==> src/rtl/rv32i_pkg.sv <==
// Shared RV32I definitions: opcode and func3 constants, default width,
// and the ID/EX control bundle.
package rv32i_pkg;

  localparam int XLEN_DEFAULT = 32;

  // Major opcodes, inst[6:2] (inst[1:0] must be 2'b11)
  localparam logic [4:0] OP_LOAD   = 5'b00000;
  localparam logic [4:0] OP_IMM    = 5'b00100;
  localparam logic [4:0] OP_AUIPC  = 5'b00101;
  localparam logic [4:0] OP_STORE  = 5'b01000;
  localparam logic [4:0] OP_REG    = 5'b01100;
  localparam logic [4:0] OP_LUI    = 5'b01101;
  localparam logic [4:0] OP_BRANCH = 5'b11000;
  localparam logic [4:0] OP_JALR   = 5'b11001;
  localparam logic [4:0] OP_JAL    = 5'b11011;

  // ALU func3 encodings
  localparam logic [2:0] F3_ADD  = 3'b000;
  localparam logic [2:0] F3_SLL  = 3'b001;
  localparam logic [2:0] F3_SLT  = 3'b010;
  localparam logic [2:0] F3_SLTU = 3'b011;
  localparam logic [2:0] F3_XOR  = 3'b100;
  localparam logic [2:0] F3_SR   = 3'b101;
  localparam logic [2:0] F3_OR   = 3'b110;
  localparam logic [2:0] F3_AND  = 3'b111;

  // Control bits that travel with an instruction and are cleared by bubbles
  typedef struct packed {
    logic reg_write;
    logic mem_read;
    logic mem_write;
    logic illegal;
  } ctrl_t;

  // True for the opcodes that carry a shift amount in the immediate field
  function automatic logic is_shift_imm(input logic [4:0] opcode, input logic [2:0] func3);
    return (opcode == OP_IMM) && ((func3 == F3_SLL) || (func3 == F3_SR));
  endfunction

endpackage

==> src/rtl/imm_gen.sv <==
// Immediate generator: extracts every RV32I immediate format from the
// instruction word, sign-extended to XLEN.
module imm_gen
  import rv32i_pkg::*;
#(
  parameter int XLEN = XLEN_DEFAULT
) (
  input  logic [31:0]     inst,
  output logic [XLEN-1:0] imm_i,
  output logic [XLEN-1:0] imm_s,
  output logic [XLEN-1:0] imm_b,
  output logic [XLEN-1:0] imm_u,
  output logic [XLEN-1:0] imm_j
);

  assign imm_i = XLEN'($signed(inst[31:20]));
  assign imm_s = XLEN'($signed({inst[31:25], inst[11:7]}));
  assign imm_b = XLEN'($signed({inst[31], inst[7], inst[30:25], inst[11:8], 1'b0}));
  assign imm_u = XLEN'($signed({inst[31:12], 12'b0}));
  assign imm_j = XLEN'($signed({inst[31], inst[19:12], inst[20], inst[30:21], 1'b0}));

endmodule

==> src/rtl/id_ex_stage.sv <==
// Instruction decode, load-use hazard detection and the ID/EX pipeline
// register for the 5-stage RV32I core.
module id_ex_stage
  import rv32i_pkg::*;
#(
  parameter int XLEN = XLEN_DEFAULT
) (
  input  logic            clk,
  input  logic            rst,
  input  logic            if_valid,
  input  logic [XLEN-1:0] if_pc,
  input  logic [31:0]     if_inst,
  output logic [4:0]      rs1_addr,
  output logic [4:0]      rs2_addr,
  input  logic [XLEN-1:0] rs1_data,
  input  logic [XLEN-1:0] rs2_data,
  input  logic            ex_stall,
  input  logic            flush,
  output logic            id_stall,
  output logic            ex_valid,
  output logic [4:0]      ex_opcode,
  output logic [2:0]      ex_func3,
  output logic            ex_func7,
  output logic [XLEN-1:0] ex_operand1,
  output logic [XLEN-1:0] ex_operand2,
  output logic [XLEN-1:0] ex_rs1_data,
  output logic [XLEN-1:0] ex_rs2_data,
  output logic [XLEN-1:0] ex_imm,
  output logic [XLEN-1:0] ex_pc,
  output logic [4:0]      ex_rd,
  output logic            ex_reg_write,
  output logic            ex_mem_read,
  output logic            ex_mem_write,
  output logic            ex_illegal
);

  logic [4:0]      opcode;
  logic [2:0]      func3;
  logic [4:0]      rd;
  logic [XLEN-1:0] imm_i, imm_s, imm_b, imm_u, imm_j;

  logic            use_rs1, use_rs2;
  logic            d_func7;
  logic [XLEN-1:0] d_operand1, d_operand2, d_imm;
  ctrl_t           d_ctrl;
  logic            hazard;
  logic            load_en;

  assign opcode   = if_inst[6:2];
  assign func3    = if_inst[14:12];
  assign rd       = if_inst[11:7];
  assign rs1_addr = if_inst[19:15];
  assign rs2_addr = if_inst[24:20];

  imm_gen #(.XLEN(XLEN)) u_imm_gen (
    .inst  (if_inst),
    .imm_i (imm_i),
    .imm_s (imm_s),
    .imm_b (imm_b),
    .imm_u (imm_u),
    .imm_j (imm_j)
  );

  // Decode: operand selection, immediate, func7 qualifier, source usage and control
  always_comb begin
    use_rs1          = 1'b0;
    use_rs2          = 1'b0;
    d_func7          = 1'b0;
    d_operand1       = rs1_data;
    d_operand2       = rs2_data;
    d_imm            = '0;
    d_ctrl           = '0;
    d_ctrl.illegal   = 1'b1;
    if (if_inst[1:0] == 2'b11) begin
      d_ctrl.illegal = 1'b0;
      case (opcode)
        OP_REG: begin
          use_rs1          = 1'b1;
          use_rs2          = 1'b1;
          d_func7          = if_inst[30];
          d_ctrl.reg_write = 1'b1;
        end
        OP_IMM: begin
          use_rs1          = 1'b1;
          d_imm            = imm_i;
          d_ctrl.reg_write = 1'b1;
          d_func7          = (func3 == F3_SR) ? if_inst[30] : 1'b0;
          // Shift immediates hand the ALU a clean shamt; the
          // arithmetic/logical selector already rides on func7.
          d_operand2       = is_shift_imm(opcode, func3) ? XLEN'(if_inst[24:20]) : imm_i;
        end
        OP_LOAD: begin
          use_rs1          = 1'b1;
          d_operand2       = imm_i;
          d_imm            = imm_i;
          d_ctrl.reg_write = 1'b1;
          d_ctrl.mem_read  = 1'b1;
        end
        OP_JALR: begin
          use_rs1          = 1'b1;
          d_operand1       = if_pc;
          d_operand2       = imm_i;
          d_imm            = imm_i;
          d_ctrl.reg_write = 1'b1;
        end
        OP_STORE: begin
          use_rs1          = 1'b1;
          use_rs2          = 1'b1;
          d_operand2       = imm_s;
          d_imm            = imm_s;
          d_ctrl.mem_write = 1'b1;
        end
        OP_BRANCH: begin
          use_rs1 = 1'b1;
          use_rs2 = 1'b1;
          d_imm   = imm_b;
        end
        OP_LUI: begin
          d_operand1       = '0;
          d_operand2       = imm_u;
          d_imm            = imm_u;
          d_ctrl.reg_write = 1'b1;
        end
        OP_AUIPC: begin
          d_operand1       = if_pc;
          d_operand2       = imm_u;
          d_imm            = imm_u;
          d_ctrl.reg_write = 1'b1;
        end
        OP_JAL: begin
          d_operand1       = if_pc;
          d_operand2       = imm_j;
          d_imm            = imm_j;
          d_ctrl.reg_write = 1'b1;
        end
        default: d_ctrl.illegal = 1'b1;
      endcase
    end
    // Writes to x0 are architecturally discarded
    if (rd == 5'd0) d_ctrl.reg_write = 1'b0;
  end

  // Load-use hazard: the load in EX writes a register this instruction reads
  always_comb begin
    hazard = if_valid & ex_valid & ex_mem_read & (ex_rd != 5'd0) &
             ((use_rs1 & (rs1_addr == ex_rd)) | (use_rs2 & (rs2_addr == ex_rd)));
    id_stall = ~flush & (ex_stall | hazard);
    load_en  = ~flush & ~ex_stall & ~hazard & if_valid;
  end

  // Valid and control bits: flush beats stall, stall holds, otherwise bubble or load
  always_ff @(posedge clk or posedge rst) begin
    if (rst) begin
      ex_valid     <= 1'b0;
      ex_reg_write <= 1'b0;
      ex_mem_read  <= 1'b0;
      ex_mem_write <= 1'b0;
      ex_illegal   <= 1'b0;
    end else if (flush) begin
      ex_valid     <= 1'b0;
      ex_reg_write <= 1'b0;
      ex_mem_read  <= 1'b0;
      ex_mem_write <= 1'b0;
      ex_illegal   <= 1'b0;
    end else if (!ex_stall) begin
      ex_valid     <= load_en;
      ex_reg_write <= load_en & d_ctrl.reg_write;
      ex_mem_read  <= load_en & d_ctrl.mem_read;
      ex_mem_write <= load_en & d_ctrl.mem_write;
      ex_illegal   <= load_en & d_ctrl.illegal;
    end
  end

  // Datapath fields only move when a real instruction is loaded
  always_ff @(posedge clk or posedge rst) begin
    if (rst) begin
      ex_opcode   <= '0;
      ex_func3    <= '0;
      ex_func7    <= 1'b0;
      ex_operand1 <= '0;
      ex_operand2 <= '0;
      ex_rs1_data <= '0;
      ex_rs2_data <= '0;
      ex_imm      <= '0;
      ex_pc       <= '0;
      ex_rd       <= '0;
    end else if (load_en) begin
      ex_opcode   <= opcode;
      ex_func3    <= func3;
      ex_func7    <= d_func7;
      ex_operand1 <= d_operand1;
      ex_operand2 <= d_operand2;
      ex_rs1_data <= rs1_data;
      ex_rs2_data <= rs2_data;
      ex_imm      <= d_imm;
      ex_pc       <= if_pc;
      ex_rd       <= rd;
    end
  end

endmodule

==> config.mk <==
export PLATFORM = sky130hd
export DESIGN_NAME = id_ex_stage
export DESIGN_NICKNAME = d
export VERILOG_FILES = /design/src/rtl/rv32i_pkg.sv /design/src/rtl/imm_gen.sv /design/src/rtl/id_ex_stage.sv
export SDC_FILE = /design/constraint.sdc
export NUM_CORES = 1
export LEC_CHECK = 0
export BUFFER_PORTS_ARGS = -buffer_cell sky130_fd_sc_hd__buf_2
export CORE_ASPECT_RATIO = 0.5
export CORE_UTILIZATION = 35
export DETAILED_ROUTE_END_ITERATION = 8
export HOLD_SLACK_MARGIN = 0.1
export SETUP_SLACK_MARGIN = 0.1
export SLEW_MARGIN = 10
export SYNTH_ARGS = -nofsm -noshare
export SYNTH_HDL_FRONTEND = slang
export SYNTH_SLANG_ARGS = --single-unit
==> constraint.sdc <==
create_clock -name clk -period 11.95 [get_ports clk]
set_input_delay 0.5975 -clock clk [delete_from_list [all_inputs] [get_ports clk]]
set_output_delay 0.5975 -clock clk [all_outputs]
set_load 0.05 [all_outputs]
==> results_dict.tcl <==
set metrics [dict create \
    rsz0062_at_grt "no" \
    intPower_w 0.00145 \
    power_frac_seq_pct 37.4 \
    yosys.area_share.simple_pct 5.23 \
    setup_slack_ns 8.55 \
    drc_errors 0 \
    routed_via_density 5.07 \
    row_count 42 \
    comb_power_share_pct 32.3 \
    synthArstFlopShare_pct 100 \
    hp-class "in -> async" \
    grt_pass1_wl_mm 43.2 \
    r2r_end "ex_pc[19]" \
    worstPathRequired_ns 12.34 \
    finalCritPeriodShare_pct 28.4 \
    nFillCells 2493 \
    grt_pass1_vias 7520 \
    start_util_pct 35.8 \
    io_buffer_count 354 \
    synth_top_family_by_area "multiplexers" \
    synth_top_area_share_pct 55.6 \
    ys_types 42 \
    postCtsSetupBuffers 0 \
    synthXorXnorAreaFrac_pct 0.922 \
    ir_worst_vdd_mv 0.0898 \
    wire_per_inst_um 19.3 \
    synth-edff-count 0 \
    critical_path_class "reg -> reg" \
    synth_compound_area_share_pct 9.10 \
    synth_cells 725 \
    p_per_area_nw_per_um2 196 \
    fin_nets 1184 \
    cp-end-kind "register" \
    syn_nets 858 \
    dieHeight_um 119 \
    r2r_slack_ns 8.55 \
    p_clk_share_pct 30.3 \
    dieArea_um2 27900 \
    rr_worst_depth 8 \
    drt-total-wl_mm 27.4 \
    vias 7201 \
    fmax_mhz 294 \
    status "finished, final reports clean" \
    synth-adder-area-share_pct 0 \
    area_growth_pct 27.6 \
    root_buffer "clkbuf_16" \
    cts_tree "done" \
    hold_buffers 0 \
    finalSetupViolations 0 \
    synth_area_um2 9500 \
    fin_skew_ns 0.0107 \
    ctsHtreeMaxLevel 1 \
    dp_slack_ns 8.08 \
    drv_cap 0 \
    numCtsBuffers 22 \
    firstDrtPassIters 7 \
    relSlewSlack_pct 24.9 \
    synth_warnings 0 \
    synth.area.top_cells "dfrtp_1, mux2_1, mux2_2" \
    p_leak_nw 5.90 \
    synth_ff_type "dfrtp_1" \
    clk_latency_ns 0.52 \
    yosysSeqAreaShare_pct 55.6 \
    drt_iter0_drc 551 \
    min_period_ns 3.40 \
    dieWidth_um 235 \
    cts.repair.resized 0 \
    core-area_um2 26500 \
    antennaDiodeCount 0 \
    arrival_ns 3.79 \
    antenna_found_initial 0 \
    grt_overflow 0 \
    track_usage_pct 19.6 \
    place_congestion 0.899 \
    drive_above_1_share_pct 42.0 \
    switchingPower_w 0.000930 \
    drtAntennaViolNets 0 \
    ios 355 \
    synth.avg_cell_area_um2 13.1 \
    clockBufferDepth 3 \
    crit_fanout 67 \
    ys_ff_latch 211 \
    swShare_pct 39.1 \
    tightest_slew_ns 1.13 \
    finalHoldViolations 0 \
    clkTransAtPathRegs_ns 0.06 \
    setup.worst_path.start_class "register" \
    reg2reg_from "ex_rd[3]" \
    yosysTopAreaCell "dfrtp_1" \
    cts.sinks 211 \
    maxSlewViolCount 0 \
    grt_max_degree 132 \
    dp_hpwl_mm 19.6 \
    yosys-mux-area-fraction_pct 24.3 \
    fin_setup_tns_ns 0 \
]
power groups by stage:
| stage | clock network [W] | registers [W] | logic [W] |
|---|---|---|---|
| floorplan | 0 | 0.00131 | 0.000155 |
| global placement | 0 | 0.000896 | 0.000768 |
| detailed placement | 0 | 0.000902 | 0.000773 |
| CTS | 0.000743 | 0.000890 | 0.000774 |
| global route | 0.000773 | 0.000905 | 0.000799 |
| finish | 0.000720 | 0.000890 | 0.000767 |
Yosys cell counts (all sizes together), types with 2 or more instances:
master and instances:
nand2 35, a22o 40, inv 10, clkbuf 16
and2 3, xnor2 7, xor2 3, nand4 2
o21a 4, nor3 2, buf 43, mux2i 6
a22oi 4, a21oi 28, nor2 48, o21ai 4
mux2 200, a21o 3, dfrtp 211, nor4 3
a31oi 23, o211ai 2, nor2b 4, a32o 2
nand3 5, or2 2, a221oi 4
kinds of logic (layout without fill, tap and decap cells):
kind of cell | Yosys count | count (layout)
AOI/OAI and AO/OA | 119 | 119
xor gates and xnor gates | 10 | 10
buffers and inverters | 69 | 411
DFF | 211 | 211
muxes | 206 | 206
and+or+nand+nor | 110 | 110
final cells by class:
class / instances / area [um2] / share of cell area [%]
clock buffers: 31 / 666 / 5.49
clock inverters: 9 / 98.8 / 0.815
inverters: 10 / 45.0 / 0.371
multi-input cells: 445 / 3770 / 31.1
flip-flops and latches: 211 / 5280 / 43.5
well taps: 352 / 440 / 3.63
repair buffers: 361 / 1820 / 15.0
layer usage:
metal  part of all wire [%]  vias up  GRT usage (%)  wire length (um)
met5                      0        -              0                 0
met4                    3.1        0           6.62               847
met3                    4.6       57           3.20              1260
met2                     51      222           34.5             14000
met1                     41     3662           24.5             11300
li1                       -     3260              -                 -
state kept, by name, summed over array words and instances, names as in the netlist, 3 cells and up:
signal and count:
ex_func3 3, ex_imm 32, ex_opcode 5, ex_operand1 32, ex_operand2 32, ex_pc 32
ex_rd 5, ex_rs1_data 32, ex_rs2_data 32
stage by stage:
| stage | hold slack [ns] | utilization, % | total power [W] | cell area (um2) | std cells |
|---|---|---|---|---|---|
| after floorplan | 0.732 | - | 0.00147 | 9500 | 725 |
| after global placement | 0.462 | 42.8 | 0.00166 | 11400 | 1379 |
| after detailed placement | 0.469 | 42.8 | 0.00168 | 11400 | 1379 |
| after CTS | 0.281 | 45.7 | 0.00241 | 12100 | 1419 |
| after global routing | 0.293 | 45.7 | 0.00248 | 12100 | 1419 |
| final | 0.297 | 45.7 | 0.00238 | 12100 | 1419 |
critical path, stage by stage, from the launching register on:
cell,delay [ns]
dfrtp_1,0.47
xnor2_1,0.16
nand4_1,0.10
a2111oi_0,0.07
o21a_1,0.24
nor4b_4,0.23
buf_4,0.65
buf_4,0.79
mux2_2,0.42
cell usage in the layout, fill, tap and decap left out, types with 23 or more instances in the layout:
cell type	synthesis	final
dfrtp_1	211	211
mux2_2	42	42
clkbuf_16	0	23
nand2_1	35	35
a22o_1	40	40
a31oi_1	23	23
mux2_1	158	158
a21oi_1	28	27
buf_2	13	354
nor2_1	48	47
worst max-delay path by stage:
stage	startpoint	to	cells past startpoint
final	ex_rd[3]	ex_pc[19]	8
after global routing	ex_rd[3]	ex_pc[6]	8
after CTS	ex_rd[3]	ex_pc[19]	8
after detailed placement	if_inst[4]	ex_operand2[28]	7
after global placement	if_inst[5]	ex_pc[19]	9
after floorplan	rst	ex_func3[0]	1
Note: power is estimated with default switching activity, not from simulation.
